==> config.mk <==
export PLATFORM = sky130hd
export DESIGN_NAME = reh_seq_mul16_ctrl
export DESIGN_NICKNAME = d
export VERILOG_FILES = /design/src/rtl/reh_seq_pkg.sv /design/src/rtl/reh_pp_select.sv /design/src/rtl/reh_seq_mul16_ctrl.sv
export SDC_FILE = /design/constraint.sdc
export NUM_CORES = 1
export LEC_CHECK = 0
export BUFFER_PORTS_ARGS = -buffer_cell sky130_fd_sc_hd__buf_2
export CORE_MARGIN = 2
export CORE_UTILIZATION = 60
export DETAILED_ROUTE_END_ITERATION = 10
export HOLD_SLACK_MARGIN = 0.03
export PLACE_DENSITY = 0.95
export RECOVER_POWER = 25
export SLEW_MARGIN = 25
export SYNTH_ARGS = -nofsm -noshare
export SYNTH_HDL_FRONTEND = slang
export SYNTH_SLANG_ARGS = --single-unit
==> constraint.sdc <==
create_clock -name clk -period 5.2 [get_ports clk]
set_input_delay 0 -clock clk [delete_from_list [all_inputs] [get_ports clk]]
set_output_delay 0 -clock clk [all_outputs]
set_load 0.005 [all_outputs]
==> src/rtl/reh_seq_pkg.sv <==
// -----------------------------------------------------------------------------
// reh_seq_pkg
// Shared definitions for the sequential 16x16 multiplier controller:
//   - FSM state encoding (IDLE / CALC / DONE)
//   - partial-product step indices (LL, LH, HL, HH)
//   - accumulator shift amounts for each step
// -----------------------------------------------------------------------------
package reh_seq_pkg;

    typedef enum logic [1:0] {
        ST_IDLE = 2'd0,
        ST_CALC = 2'd1,
        ST_DONE = 2'd2
    } state_t;

    // Step index: bit 1 selects the high half of a, bit 0 the high half of x.
    typedef logic [1:0] step_t;

    localparam step_t STEP_LL = 2'd0;   // a_lo * x_lo
    localparam step_t STEP_LH = 2'd1;   // a_lo * x_hi
    localparam step_t STEP_HL = 2'd2;   // a_hi * x_lo
    localparam step_t STEP_HH = 2'd3;   // a_hi * x_hi

    localparam logic [4:0] SHIFT_LL = 5'd0;
    localparam logic [4:0] SHIFT_LH = 5'd8;
    localparam logic [4:0] SHIFT_HL = 5'd8;
    localparam logic [4:0] SHIFT_HH = 5'd16;

endpackage

==> src/rtl/reh_pp_select.sv <==
// -----------------------------------------------------------------------------
// reh_pp_select
// Combinational operand/shift selector for one partial-product step.
// Ports:
//   a_i     [15:0] registered multiplicand
//   x_i     [15:0] registered multiplier
//   step_i  [1:0]  step index (LL/LH/HL/HH)
//   mul_a_o [7:0]  8-bit half of a for this step
//   mul_x_o [7:0]  8-bit half of x for this step
//   shift_o [4:0]  left shift applied to the 16-bit partial product
// -----------------------------------------------------------------------------
module reh_pp_select
    import reh_seq_pkg::*;
(
    input  logic [15:0] a_i,
    input  logic [15:0] x_i,
    input  step_t       step_i,
    output logic [7:0]  mul_a_o,
    output logic [7:0]  mul_x_o,
    output logic [4:0]  shift_o
);

    always_comb begin
        mul_a_o = a_i[7:0];
        mul_x_o = x_i[7:0];
        shift_o = SHIFT_LL;
        case (step_i)
            STEP_LL: begin
                mul_a_o = a_i[7:0];
                mul_x_o = x_i[7:0];
                shift_o = SHIFT_LL;
            end
            STEP_LH: begin
                mul_a_o = a_i[7:0];
                mul_x_o = x_i[15:8];
                shift_o = SHIFT_LH;
            end
            STEP_HL: begin
                mul_a_o = a_i[15:8];
                mul_x_o = x_i[7:0];
                shift_o = SHIFT_HL;
            end
            default: begin
                mul_a_o = a_i[15:8];
                mul_x_o = x_i[15:8];
                shift_o = SHIFT_HH;
            end
        endcase
    end

endmodule

==> src/rtl/reh_seq_mul16_ctrl.sv <==
// -----------------------------------------------------------------------------
// reh_seq_mul16_ctrl
// Builds a 16x16 product from an external 8x8 multiplier core, one partial
// product per clock, accumulating LL<<0, LH<<8, HL<<8, HH<<16 into 32 bits.
// Ports:
//   clk, rst_n           clock (rising edge), asynchronous active-low reset
//   in_valid/in_ready    operand handshake (in_ready only while idle)
//   a, x       [15:0]    multiplicand / multiplier
//   out_valid/out_ready  result handshake
//   product    [31:0]    accumulated product, held stable while out_valid
//   mul_en               core enable, high only while a step is running
//   mul_a, mul_x [7:0]   core operands (forced to 0 when the core is idle)
//   mul_p      [15:0]    core result, combinational from mul_a/mul_x
// Parameter SKIP_ZERO: 1 skips steps whose operand half is zero.
// -----------------------------------------------------------------------------
module reh_seq_mul16_ctrl
    import reh_seq_pkg::*;
#(
    parameter bit SKIP_ZERO = 1'b1
) (
    input  logic        clk,
    input  logic        rst_n,
    input  logic        in_valid,
    output logic        in_ready,
    input  logic [15:0] a,
    input  logic [15:0] x,
    output logic        out_valid,
    input  logic        out_ready,
    output logic [31:0] product,
    output logic        mul_en,
    output logic [7:0]  mul_a,
    output logic [7:0]  mul_x,
    input  logic [15:0] mul_p
);

    state_t      state_q, state_d;
    logic [15:0] a_q, a_d;
    logic [15:0] x_q, x_d;
    logic [31:0] acc_q, acc_d;
    logic [3:0]  mask_q, mask_d;
    step_t       step_q, step_d;

    logic [3:0]  mask_new;
    step_t       first_step;
    step_t       next_step;
    logic        next_valid;
    logic [7:0]  sel_a, sel_x;
    logic [4:0]  sel_shift;

    // Step mask for the incoming operands; bit index follows the step
    // encoding, so bit 1 of the index picks a's half and bit 0 picks x's.
    for (genvar gi = 0; gi < 4; gi++) begin : g_mask
        localparam bit A_HI = (gi >= 2);
        localparam bit X_HI = ((gi % 2) == 1);
        logic [7:0] a_half;
        logic [7:0] x_half;
        assign a_half = A_HI ? a[15:8] : a[7:0];
        assign x_half = X_HI ? x[15:8] : x[7:0];
        assign mask_new[gi] = SKIP_ZERO ? ((|a_half) && (|x_half)) : 1'b1;
    end

    // Lowest set bit of the new mask, and the next set bit above the
    // current step in the registered mask.
    always_comb begin
        first_step = STEP_LL;
        next_step  = step_q;
        next_valid = 1'b0;
        for (int i = 3; i >= 0; i--) begin
            if (mask_new[i]) begin
                first_step = step_t'(i);
            end
            if (mask_q[i] && (i > int'(step_q))) begin
                next_step  = step_t'(i);
                next_valid = 1'b1;
            end
        end
    end

    reh_pp_select u_pp_select (
        .a_i     (a_q),
        .x_i     (x_q),
        .step_i  (step_q),
        .mul_a_o (sel_a),
        .mul_x_o (sel_x),
        .shift_o (sel_shift)
    );

    always_comb begin
        state_d   = state_q;
        a_d       = a_q;
        x_d       = x_q;
        acc_d     = acc_q;
        mask_d    = mask_q;
        step_d    = step_q;
        in_ready  = 1'b0;
        out_valid = 1'b0;
        mul_en    = 1'b0;
        case (state_q)
            ST_IDLE: begin
                in_ready = 1'b1;
                if (in_valid) begin
                    a_d    = a;
                    x_d    = x;
                    acc_d  = 32'd0;
                    mask_d = mask_new;
                    step_d = first_step;
                    // An all-zero mask means the product is known to be 0.
                    state_d = (mask_new != 4'd0) ? ST_CALC : ST_DONE;
                end
            end
            ST_CALC: begin
                mul_en = 1'b1;
                // Wraps modulo 2^32 if an approximate core overshoots.
                acc_d  = acc_q + ({16'd0, mul_p} << sel_shift);
                if (next_valid) begin
                    step_d = next_step;
                end else begin
                    state_d = ST_DONE;
                end
            end
            ST_DONE: begin
                out_valid = 1'b1;
                if (out_ready) begin
                    state_d = ST_IDLE;
                end
            end
            default: begin
                state_d = ST_IDLE;
            end
        endcase
    end

    // Core operands held at zero outside CALC so the core does not toggle.
    assign mul_a   = mul_en ? sel_a : 8'd0;
    assign mul_x   = mul_en ? sel_x : 8'd0;
    assign product = acc_q;

    always_ff @(posedge clk or negedge rst_n) begin
        if (!rst_n) begin
            state_q <= ST_IDLE;
            a_q     <= 16'd0;
            x_q     <= 16'd0;
            acc_q   <= 32'd0;
            mask_q  <= 4'd0;
            step_q  <= STEP_LL;
        end else begin
            state_q <= state_d;
            a_q     <= a_d;
            x_q     <= x_d;
            acc_q   <= acc_d;
            mask_q  <= mask_d;
            step_q  <= step_d;
        end
    end

endmodule

# Yosys cells after proc, flatten, opt, wreduce, memory -nomap -nowiden
# Index checks and enable logic that the tools add are counted.
[op_classes]
n_addsub = 1
multipliers = 0
div = 0
order_cmp = 3
n_eq_ne = 9
shifts = 1
mux = 28
bitwise = 0
reduce_logical = 22
[op_table]
columns = ["op", "count"]
rows = [
  ["one-hot mux 32 bit (2 select lines)", 1],
  ["adder 32 bit", 1],
  ["two-way mux 32 bit", 1],
  ["two-way mux 8 bit", 4],
  ["OR reduction 8 bit", 4],
  ["<< shifter 16 x 5 -> 32 bit", 1],
  ["two-way mux 2 bit", 13],
  ["one-hot mux 5 bit (2 select lines)", 1],
  ["inequality test 2 bit, second input constant", 4],
  ["logical AND 1 bit", 7],
  ["two-way mux 1 bit", 6],
  ["one-hot mux 2 bit (3 select lines)", 1],
  ["OR reduction 2 bit", 3],
  ["equality test 2 x 1 -> 1 bit, second input constant", 2],
  ["equality test 2 bit, second input constant", 2],
  ["greater-than comparator 2 bit, first input constant", 2],
  ["logical NOT 2 bit", 2],
  ["inequality test 4 bit, second input constant", 1],
  ["one-hot mux 2 bit (2 select lines)", 1],
  ["AND reduction 2 bit", 2],
  ["AND reduction 4 bit", 1],
  ["nonzero test 4 bit", 1],
  ["AND reduction 3 bit", 1],
  ["greater-than comparator 1 x 2 -> 1 bit, first input constant", 1],
  ["nonzero test 2 bit", 1],
]
[word_totals]
reg_bits = 72
latchBits = 0
ram_bits = 0
romBits = 0
inputBits = 52
out_inout_bits = 51
elab_cells = 70
n_memories = 0

# Longest topological paths before layout
# Gate-level depths: netlist (run 1).
[logic_depth]
word_depth = 8
depth_mapped = 16
mapped_depth_nobuf = 15

# Hierarchy
# Synthesis (run 1) repeated with hierarchy kept, for this count alone.
[hier_totals]
cells_unflattened = 742
area_unflattened_um2 = 5993.2
[by_module_without_submodules]
columns = ["module", "instances", "cells_each", "area_each_um2", "seq_area_each_um2"]
rows = [
  ["reh_seq_mul16_ctrl", 1, 714, 5706.7, 1776.7],
  ["reh_pp_select", 1, 28, 286.5, 0.0],
]

# Worst setup path after synthesis (run 1)
# Ideal clock, no wire load.
[synth_path]
path_kind = "register to register"
startpoint = "reg step_q[1]"
endpoint = "reg acc_q[31] (netlist: product[31])"
setup_ps = 101
arrival_ps = 3459
t_required_ps = 5099
setup_slack_ps = 1641
path_stages_with_launch = 15
path_buffers = 1
period_less_slack_ps = 3559
path_cell_list = "dfrtp_1 > inv_1 > ha_1 > buf_1 > nor2_1 > and2_1 > ha_1 > a21oi_1 > o21ai_1 > o211ai_1 > a21o_1 > nand2_1 > a211oi_1 > mux2_2 > o311ai_2"
[synth_via]
elab_chain_cells = 6
elab_cells_between_ends = 8
classes_between = "add/sub: 1; eq/ne: 2; shift: 1; mux: 2; reduce/logical: 2"
[synth_rtl]
columns = ["item", "line", "source"]
rows = [
  ["from (decl)", "reh_seq_mul16_ctrl.sv:41", "step_t step_q, step_d;"],
  ["from (signal assigned)", "reh_seq_mul16_ctrl.sv:152", "step_q <= step_d;"],
  ["equality test 2 x 1 -> 1 bit / equality test 2 bit (equally long branches)", "reh_pp_select.sv:27", "case (step_i)"],
  ["OR reduction 2 bit (no source line)", "-", ""],
  ["one-hot mux 5 bit (2 select lines) *", "reh_pp_select.sv:27", ""],
  ["<< shifter 16 x 5 -> 32 bit *", "reh_seq_mul16_ctrl.sv:114", "acc_d = acc_q + ({16'd0, mul_p} << sel_shift);"],
  ["adder 32 bit *", "reh_seq_mul16_ctrl.sv:114", ""],
  ["one-hot mux 32 bit (2 select lines) *", "reh_seq_mul16_ctrl.sv:98", "case (state_q)"],
  ["to (signal assigned)", "reh_seq_mul16_ctrl.sv:143", "acc_q <= 32'd0;"],
  ["to (signal assigned)", "reh_seq_mul16_ctrl.sv:150", "acc_q <= acc_d;"],
  ["to (decl)", "reh_seq_mul16_ctrl.sv:39", "logic [31:0] acc_q, acc_d;"],
]
# Every way passes the cells marked *; elsewhere a longest branch is shown, timed or not.
# A chain may end at the register's enable or synchronous reset.

# Final worst setup path (run 1)
[layout_path]
startpoint = "reg step_q[0]"
endpoint = "reg acc_q[31] (netlist: product[31])"
# Same word-level chain as after synthesis.

==> flow_summary.toml, run 1 <==
[outcome]
status = "finished with violations"
violations = "capacitance limit, slew limit"

[job]
maxCapViolCount = 1

[layout]
area.growth.synth_to_final_pct = 21.93
layout.nets = 776
n_antenna_cell = 0
fin_util = 0.7515
drive_gt1_frac = 0.2081

[power_and_ir_drop]
leakage_nw = 2.888
power_density_nw_per_um2 = 650.2
ir_drop_uv = 329.8

[detailed_routing]
via_per_inst = 6.607
dr.first_iter.drc_count = 543
drt_pre_antenna_iters = 5
drt-total-wl_um = 15810
ant_nets = 0
wire_per_inst_um = 19.84
drc = 0
num_vias = 5266

[yosys]
syn_nets = 653
yosysMostFrequentCell = "dfrtp_1"
synth_top_cell_area_share = 0.3526
synth_area_leaders = "dfrtp_1 35%, ha_1 8.9%, mux2_2 7.4%, o21ai_0 5.3%, a21oi_1 4.2%"
ys_warn_count = 0
async_reset_ff_frac = 1.000
ys_seq_area_frac = 0.3526
synthFlopType = "dfrtp_1"
ys_seq_elements = 71
synth-edff-count = 0
yosysUniqueCellTypes = 53
synthCells = 564
synth.largest_area_cell = "dfrtp_1"
syn_area_um2 = 5039
avgSynthCellArea_um2 = 8.934
synth_common_cells = "71 x dfrtp_1, 53 x o21ai_0, 51 x nand2_1"

[worst_setup_path]
crit_path_start_kind = "flip-flop"
worstSetupPathType = "flip-flop to flip-flop"
critical_path.endpoint_type = "flip-flop"
worstPathMaxFanout = 11
required_ns = 5.48
worstPathArrival_ns = 4.38

[grt]
grt_pass1_vias = 5075
grt_pass1_wl_um = 25160
grt_overflow_total = 0
antenna_found_initial = 0
grt_start_max_net_pins = 84
grt_util_all_layers = 0.3559

[floorplanning]
io_pins = 103
core_area_um2 = 8175
rows = 33
dieWidth_um = 95.64
initial_core_util = 0.6163
die_area_um2 = 9147
dieHeight_um = 95.64

[sta]
fmax_mhz = 243.9
tightest_slew_ns = 3.910
fin_crit_sh = 0.7886
setup_viol = 0
slew_headroom = -1.607
finalCriticalPeriod_ns = 4.101
rsz0062_at_grt = "no"
skew_ns = 0.01599
setup_ws_ns = 1.099
final-hold-violation-count = 0
setup-tns-final_ns = 0
slew_violations = 72

[placed_design]
port_buffers = 102
post-place-ws_ns = 1.250
hpwl_um = 10250
gp_congestion = 0.9863

[clocking]
cts_tree = "done"
clock-sinks = 71
clkLatencyLatePin_ns = 0.37
clk_pin_slew_worst_paths_ns = 0.09
cts_max_level = 3
clockRootBuffer = "clkbuf_8"
cts_buffer_depth = 2
cts_made_buffers = 9
cts_setup_buffers = 0

[worst_hold_path]
holdCritPathClass = "input pin to flip-flop"
==> path summary, 6_finish.rpt <==
| check | from | end | slack (ns) | cells after the start |
|---|---|---|---|---|
| worst max-delay path | step_q[0]$_DFFE_PN0P_ | product[31]$_DFFE_PN0P_ | 1.10 | 12 |
| worst max register to register | step_q[0]$_DFFE_PN0P_ | product[31]$_DFFE_PN0P_ | 1.10 | 12 |
| min in group asynchronous | rst_n | a_q[15]$_DFFE_PN0P_ | 1.61 | 3 |
| worst min register to register | mask_q[3]$_DFFE_PN0P_ | mask_q[3]$_DFFE_PN0P_ | 0.51 | 2 |
| worst min-delay path | out_ready | state_q[1]$_DFFE_PN0P_ | 0.06 | 4 |
| max in group asynchronous | rst_n | product[14]$_DFFE_PN0P_ | 1.37 | 3 |
==> cell type report <==
class | instances | area, um^2
Inverter | 16 | 60.06
Fill cell | 542 | 2032
Multi-Input combinational cell | 450 | 3103
Sequential cell | 71 | 1777
Clock buffer | 10 | 137.6
Timing Repair Buffer | 139 | 843.3
Clock inverter | 6 | 91.34
Tap cell | 105 | 131.4
==> sequential cells by signal, indices dropped and copies added, names as in the netlist <==
name / count
step_q: 2
a_q: 16
mask_q: 3
state_q: 2
x_q: 16
product: 32
==> metrics by stage <==
step                      hold WS, ns  std cells  total power (W)  cell area (um^2)
after floorplan               -0.2956        564         0.002690              5039
after global placement         0.2493        747         0.003209              5604
after detailed placement       0.2564        747         0.003333              5604
after CTS                     0.03067        797         0.003882              6173
after global routing          0.07905        797         0.004249              6143
final                         0.06027        797         0.003995              6143
==> where the power goes <==
group	switching [W]	leakage, nW	internal (W)
sequential	0.000201	0.876	0.000810
combinational	0.00146	1.89	0.000994
clock	0.000243	0.117	0.000287
total	0.00190	2.89	0.00209
==> cells in the final DEF (no fill, tap or decap), types with 4 or more instances in the layout <==
cell type,instances
o21ai_1,5
a211oi_1,5
clkbuf_8,10
a22o_1,8
and3_1,4
dlygate4sd3_1,34
ha_1,36
nand2b_1,5
o31ai_1,6
buf_2,81
mux2i_1,11
a31oi_1,10
a21oi_1,42
nand4_1,5
a21boi_0,4
nand2_1,50
nor2_1,25
o21ai_0,53
xnor2_1,8
nand3_1,36
nor2b_1,12
inv_1,16
a21o_1,10
mux2_2,33
clkbuf_1,22
xor2_1,11
nor3_1,7
nor4_1,9
o211ai_1,6
o21a_1,10
dfrtp_1,71
and2_1,9
==> worst max-delay path, stage by stage (launching register included) <==
cell	delay [ns]
dfrtp_1	0.43
inv_1	0.10
ha_1	0.60
nor2b_1	0.53
a22o_1	0.23
ha_1	0.29
a21oi_1	0.17
o21ai_0	0.14
a31oi_1	0.37
nand2_1	0.20
a211oi_1	0.34
mux2_2	0.39
o311ai_2	0.20
==> cell families after synthesis <==
kind of cell,Yosys count,synth area share
xor gates and xnor gates,19,0.03303
muxes,44,0.09561
DFF,71,0.3526
adders and majority gates,37,0.09337
buffers and inverters,43,0.03253
AOI/OAI and AO/OA,178,0.2260
and+or+nand+nor,172,0.1669
==> layer usage <==
| layer | GRT usage | routed length (um) | up-vias |
|---|---|---|---|
| met5 | 0 | 0 | - |
| met4 | 0.1667 | 773 | 0 |
| met3 | 0.06719 | 1412 | 83 |
| met2 | 0.5950 | 7742 | 370 |
| met1 | 0.4438 | 5885 | 2488 |
| li1 | - | - | 2325 |
==> repair_timing <==
item	4_1_cts	5_1_grt
hold endpoints to repair	104	0
gates resized for setup	0	0
setup endpoints to repair	0	0
hold buffers	34	0
(Power assumes the default switching activity.)
==> run 2: changes to the inputs <==
Settings changed: CORE_UTILIZATION 60 to 56, PLACE_DENSITY 0.95 to 0.9.
Clock period 5.2 ns to 4.25 ns, I/O delays scaled along.
==> flow_summary.toml, run 2 (synthesis results as in run 1) <==
[outcome]
status = "finished with violations"
violations = "capacitance limit, slew limit"

[worst_setup_path]
critical_path.endpoint_type = "flip-flop"
worstPathMaxFanout = 11
required_ns = 4.51
worstSetupPathType = "flip-flop to flip-flop"
worstPathArrival_ns = 4.08
crit_path_start_kind = "flip-flop"

[floorplanning]
initial_core_util = 0.5778
dieHeight_um = 98.86
core_area_um2 = 8721
dieWidth_um = 98.86
rows = 34
die_area_um2 = 9772
io_pins = 103

[detailed_routing]
drt_pre_antenna_iters = 8
drc = 0
ant_nets = 0
drt-total-wl_um = 15130
num_vias = 5072
wire_per_inst_um = 18.81
via_per_inst = 6.308
dr.first_iter.drc_count = 414

[grt]
grt_overflow_total = 0
grt_start_max_net_pins = 84
grt_pass1_vias = 4950
grt_pass1_wl_um = 24910
grt_util_all_layers = 0.3151
antenna_found_initial = 1

[sta]
finalCriticalPeriod_ns = 3.824
slew_violations = 36
fin_crit_sh = 0.8998
tightest_slew_ns = 2.015
slew_headroom = -0.3435
rsz0062_at_grt = "no"
skew_ns = 0.01633
setup_viol = 0
fmax_mhz = 261.5
final-hold-violation-count = 0
setup-tns-final_ns = 0

[placed_design]
placed_area_um2 = 5615
gp_congestion = 0.9607
hpwl_um = 10300
port_buffers = 102

[clocking]
clk_pin_slew_worst_paths_ns = 0.08
clockRootBuffer = "clkbuf_8"
cts_tree = "done"
clkLatencyLatePin_ns = 0.37
clock-sinks = 71
cts_made_buffers = 9
cts_buffer_depth = 2
cts_setup_buffers = 0
cts_max_level = 3

[power_and_ir_drop]
p_clk_frac = 0.122
power_density_nw_per_um2 = 774.8
power_switching_share = 0.4761
p_int_w = 0.002498
combinationalPowerShare = 0.622
ir_drop_uv = 459.8
p_sw_w = 0.002270
leakage_nw = 2.903
pwr-share-seq = 0.256

[layout]
area.growth.synth_to_final_pct = 22.13
multi_input_area_um2 = 3108
largest_reg_flops = 32
fillers = 638
final_cell_mix = "87 x buf_2, 71 x dfrtp_1, 53 x o21ai_0"
seqCellArea_um2 = 1777
layout_commonest_cell = "buf_2"
layout.nets = 778
drive_gt1_frac = 0.2205
final_area_um2 = 6153
fin_util = 0.7056

[worst_hold_path]
holdCritPathClass = "input pin to flip-flop"

[job]
maxCapViolCount = 1
[run 2: cell count changes in the layout (fill, tap and decap cells not counted), sizes merged]
cell	change
clkbuf	-7
buf	+8
diode	+2
bufinv	-1
clkinvlp	+1
dlygate4sd3	+1
[run 2: area by class of cell]
class	count	area share
Multi-Input combinational cell	450	0.5051
Sequential cell	71	0.2887
Timing Repair Buffer	141	0.1417
Tap cell	108	0.02196
Clock buffer	10	0.02074
Clock inverter	6	0.01118
Inverter	16	0.009760
Antenna cell	2	0.0008133
[run 2: metal layers]
| layer | vias to the layer above | wire [um] | track usage | part of all wire |
|---|---|---|---|---|
| li1 | 2333 | - | - | - |
| met1 | 2404 | 6124 | 0.4111 | 0.40 |
| met2 | 270 | 7332 | 0.5234 | 0.48 |
| met3 | 65 | 1096 | 0.05674 | 0.072 |
| met4 | 0 | 574 | 0.1191 | 0.038 |
| met5 | - | 0 | 0 | 0 |
[run 2: worst paths after layout]
path / endpoint / cells past startpoint / startpoint / slack (ns)
max in group asynchronous: a_q[1]$_DFFE_PN0P_ / 3 / rst_n / 2.10
hold / removal: product[0]$_DFFE_PN0P_ / 5 / mul_p[0] / 0.16
setup / recovery: product[31]$_DFFE_PN0P_ / 13 / step_q[1]$_DFFE_PN0P_ / 0.43
setup reg to reg: product[31]$_DFFE_PN0P_ / 13 / step_q[1]$_DFFE_PN0P_ / 0.43
min in group asynchronous: a_q[6]$_DFFE_PN0P_ / 2 / rst_n / 0.73
hold reg to reg: state_q[0]$_DFFE_PN0P_ / 1 / state_q[1]$_DFFE_PN0P_ / 0.50
[run 2: timing repair]
action | CTS | global route
setup endpoints to repair | 0 | 2
endpoints found under the hold margin | 68 | 0
gates resized for setup | 0 | 2
hold buffers | 35 | 0
[run 2: power groups by stage]
stage,logic (W),clock network [W],registers [W]
floorplan,0.00213,0,0.00116
global placement,0.00276,0,0.00119
detailed placement,0.00286,0,0.00121
CTS,0.00289,0.000566,0.00120
global route,0.00326,0.000612,0.00126
finish,0.00296,0.000580,0.00122
[run 2: stage by stage]
stage | cells | total power [W] | setup slack, ns | hold slack (ns)
floorplan | 564 | 0.003291 | 0.6906 | -0.2956
global placement | 751 | 0.003949 | 0.5309 | 0.1110
detailed placement | 751 | 0.004070 | 0.3569 | 0.1387
CTS | 802 | 0.004661 | 0.3452 | 0.1558
global route | 803 | 0.005131 | 0.07018 | 0.1699
finish | 804 | 0.004768 | 0.4256 | 0.1646
[run 2: critical path: stages, from the launching register on]
cell and delay, ns:
dfrtp_1 0.41, inv_1 0.10, ha_2 0.51, mux2i_1 0.30
nor2_1 0.08, ha_1 0.36, a2111oi_0 0.39, o21ai_0 0.14
o21ai_0 0.14, a21o_1 0.24, nand2_1 0.15, a211oi_1 0.32
mux2_2 0.39, o311ai_2 0.20
==> run 3: changes to the inputs <==
Settings changed: ABC_AREA set to 1, CORE_MARGIN 2 to unset, CORE_UTILIZATION 56 to 58, PLACE_DENSITY 0.9 to 0.91.
==> flow_summary.toml, run 3 <==
[detailed_routing]
drt-total-wl_um = 17630
drc = 0
drt_pre_antenna_iters = 7
num_vias = 6649
via_per_inst = 5.353
wire_per_inst_um = 14.19
dr.first_iter.drc_count = 426
ant_nets = 0

[layout]
n_antenna_cell = 0
drive_gt1_frac = 0.1569
area.growth.synth_to_final_pct = 19.46
fillers = 830
layout_commonest_cell = "nand2_1"
layout.nets = 1193
stdcell_count = 1242
seqCellArea_um2 = 1777
multi_input_area_um2 = 3440
largest_reg_flops = 32
final_cell_mix = "340 x nand2_1, 159 x inv_1, 106 x nor2_1"

[worst_setup_path]
path_cells = "inv_1, ha_1, buf_4, or2_2, nor2_1, ha_1, inv_1, fa_1, inv_1, nand3_1, nand3_1, nand2_1, nand2_1, nand2_1, nand3_1, nand2_1, nand3_1, nand2_1"
crit_path_start_kind = "flip-flop"
reg2reg_from = "step_q[1]$_DFFE_PN0P_"
critical_path_buf_inv_count = 4
max_stage_delay_ns = 0.47
slowest_stage = "or2_2"
critical-path-top-delay-family = "simple AND/OR/NAND/NOR gates"
r2r_end = "product[24]$_DFFE_PN0P_"
worstPathArrival_ns = 3.55
required_ns = 4.51
worstSetupPathType = "flip-flop to flip-flop"
critical_path.endpoint_type = "flip-flop"
crit_end = "product[24]$_DFFE_PN0P_"
reg2reg_slack_ns = 0.96
worstPathMaxFanout = 26
crit_path_frequent_cell = "nand2_1"
crit_start = "step_q[1]$_DFFE_PN0P_"
r2r_cells = 18
path_depth = 18

[job]
maxCapViolCount = 1

[sta]
setup_viol = 0
setup_ws_ns = 0.9609
fin_crit_sh = 0.7739
rsz0062_at_grt = "no"
setup-tns-final_ns = 0
finalCriticalPeriod_ns = 3.289
slew_violations = 72
final-hold-violation-count = 0
slew_headroom = -0.2006
fmax_mhz = 304.0
timing.hold.ws_ns = 0.1359
skew_ns = 0.009238
tightest_slew_ns = 1.801

[outcome]
status = "finished with violations"
violations = "capacitance limit, slew limit"

[clocking]
cts_tree = "done"
cts_buffer_depth = 2
cts_setup_buffers = 0
cts_max_level = 3
clock-sinks = 71
clk_pin_slew_worst_paths_ns = 0.09
cts_made_buffers = 9
clockRootBuffer = "clkbuf_8"
clkLatencyLatePin_ns = 0.37

[power_and_ir_drop]
pwr-share-seq = 0.210
ir_drop_uv = 408.9
p_sw_w = 0.003177
power_density_nw_per_um2 = 814.8
power_w = 0.005820
p_int_w = 0.002643
power_switching_share = 0.5459
p_clk_frac = 0.112
leakage_nw = 4.297
combinationalPowerShare = 0.679

[floorplanning]
dieWidth_um = 103.5
initial_core_util = 0.6062
dieHeight_um = 103.5
core_area_um2 = 9864
die_area_um2 = 10720
io_pins = 103
rows = 36

[yosys]
yosysMostFrequentCell = "nand2_1"
ys_seq_area_frac = 0.2971
synth_area_leaders = "dfrtp_1 30%, nand2_1 21%, inv_1 10%, ha_1 7.5%, nor2_1 6.7%"
syn_nets = 1064
syn_area_um2 = 5979
yosysUniqueCellTypes = 37
synth.largest_area_cell = "dfrtp_1"
synth_top_cell_area_share = 0.2971
synth-edff-count = 0
ys_warn_count = 0
avgSynthCellArea_um2 = 6.133
ys_seq_elements = 71
synthCells = 975
synth_common_cells = "341 x nand2_1, 159 x inv_1, 106 x nor2_1"
synthFlopType = "dfrtp_1"
async_reset_ff_frac = 1.000

[placed_design]
port_buffers = 102
gp_congestion = 0.9515
post-place-ws_ns = 1.048
hpwl_um = 12250
place_inst = 1192

[grt]
grt_pass1_vias = 6398
grt_util_all_layers = 0.3424
grt_overflow_total = 0
antenna_found_initial = 1
grt_pass1_wl_um = 29360
grt_start_max_net_pins = 72

[worst_hold_path]
holdCritPathClass = "input pin to flip-flop"
run 3: cell count changes in the layout (fill, tap and decap cells not counted), sizes merged, moves of 10 or more:
| cell | delta |
|---|---|
| o21ai | +20 |
| a21o | -10 |
| mux2i | -11 |
| mux2 | -33 |
| inv | +162 |
| nand2 | +306 |
| nor2 | +89 |
| o21a | -10 |
| a31oi | -10 |
| nor2b | -11 |
| xor2 | -10 |
run 3: worst reg2reg max path: cells and delay by family, from the launching register on:
| family | cells | cell delay, ns |
|---|---|---|
| simple gates | 11 | 1.41 |
| fa+ha+maj | 3 | 0.85 |
| buf+inv | 4 | 0.49 |
| flops | 1 | 0.41 |
run 3: stage by stage:
step | instance area, um^2 | util
final | 7143 | 0.7241
after global routing | 7143 | 0.7241
after CTS | 7149 | 0.7248
after detailed placement | 6583 | 0.6673
after global placement | 6583 | 0.6673
after floorplan | 5979 | -
run 3: logic make-up after synthesis:
kind of cell	synth area share
xor gates and xnor gates	0.004395
AOI/OAI and AO/OA	0.1109
buffers and inverters	0.1289
and+or+nand+nor	0.3800
DFF	0.2971
adders and majority gates	0.07868
run 3: worst min path at each step:
stage	startpoint	to	cells past startpoint
floorplan	rst_n	a_q[0]$_DFFE_PN0P_	0
global placement	a[15]	a_q[15]$_DFFE_PN0P_	3
detailed placement	a[15]	a_q[15]$_DFFE_PN0P_	3
CTS	in_valid	state_q[0]$_DFFE_PN0P_	5
global route	in_valid	state_q[0]$_DFFE_PN0P_	5
finish	in_valid	state_q[0]$_DFFE_PN0P_	5
run 3: routing by layer:
layer	vias to the layer above	wire, um	track usage
li1	3252	-	-
met1	2964	7001	0.4188
met2	355	8084	0.5767
met3	76	1696	0.07111
met4	2	830	0.1615
met5	-	13	0
run 3: what timing repair did:
action / 4_1_cts / 5_1_grt
hold buffers: 34 / 0
hold endpoints to repair: 104 / 0
resized for setup: 0 / 0
run 3: area by class of cell:
class / count / share of cell area
clock inverters: 7 / 0.01436
flip-flops and latches: 71 / 0.2487
clock buffers: 9 / 0.01734
repair buffers: 139 / 0.1207
multi-input cells: 704 / 0.4815
well taps: 133 / 0.02330
inverters: 179 / 0.09406
run 3: power by group through the flow:
| stage | Combinational (W) | Clock [W] | Sequential, W |
|---|---|---|---|
| 6_report | 0.00395 | 0.000649 | 0.00122 |
| 5_1_grt | 0.00442 | 0.000684 | 0.00125 |
| 4_1_cts | 0.00386 | 0.000650 | 0.00121 |
| 3_5_place_dp | 0.00380 | 0 | 0.00122 |
| 3_3_place_gp | 0.00371 | 0 | 0.00121 |
| 2_1_floorplan | 0.00284 | 0 | 0.00117 |
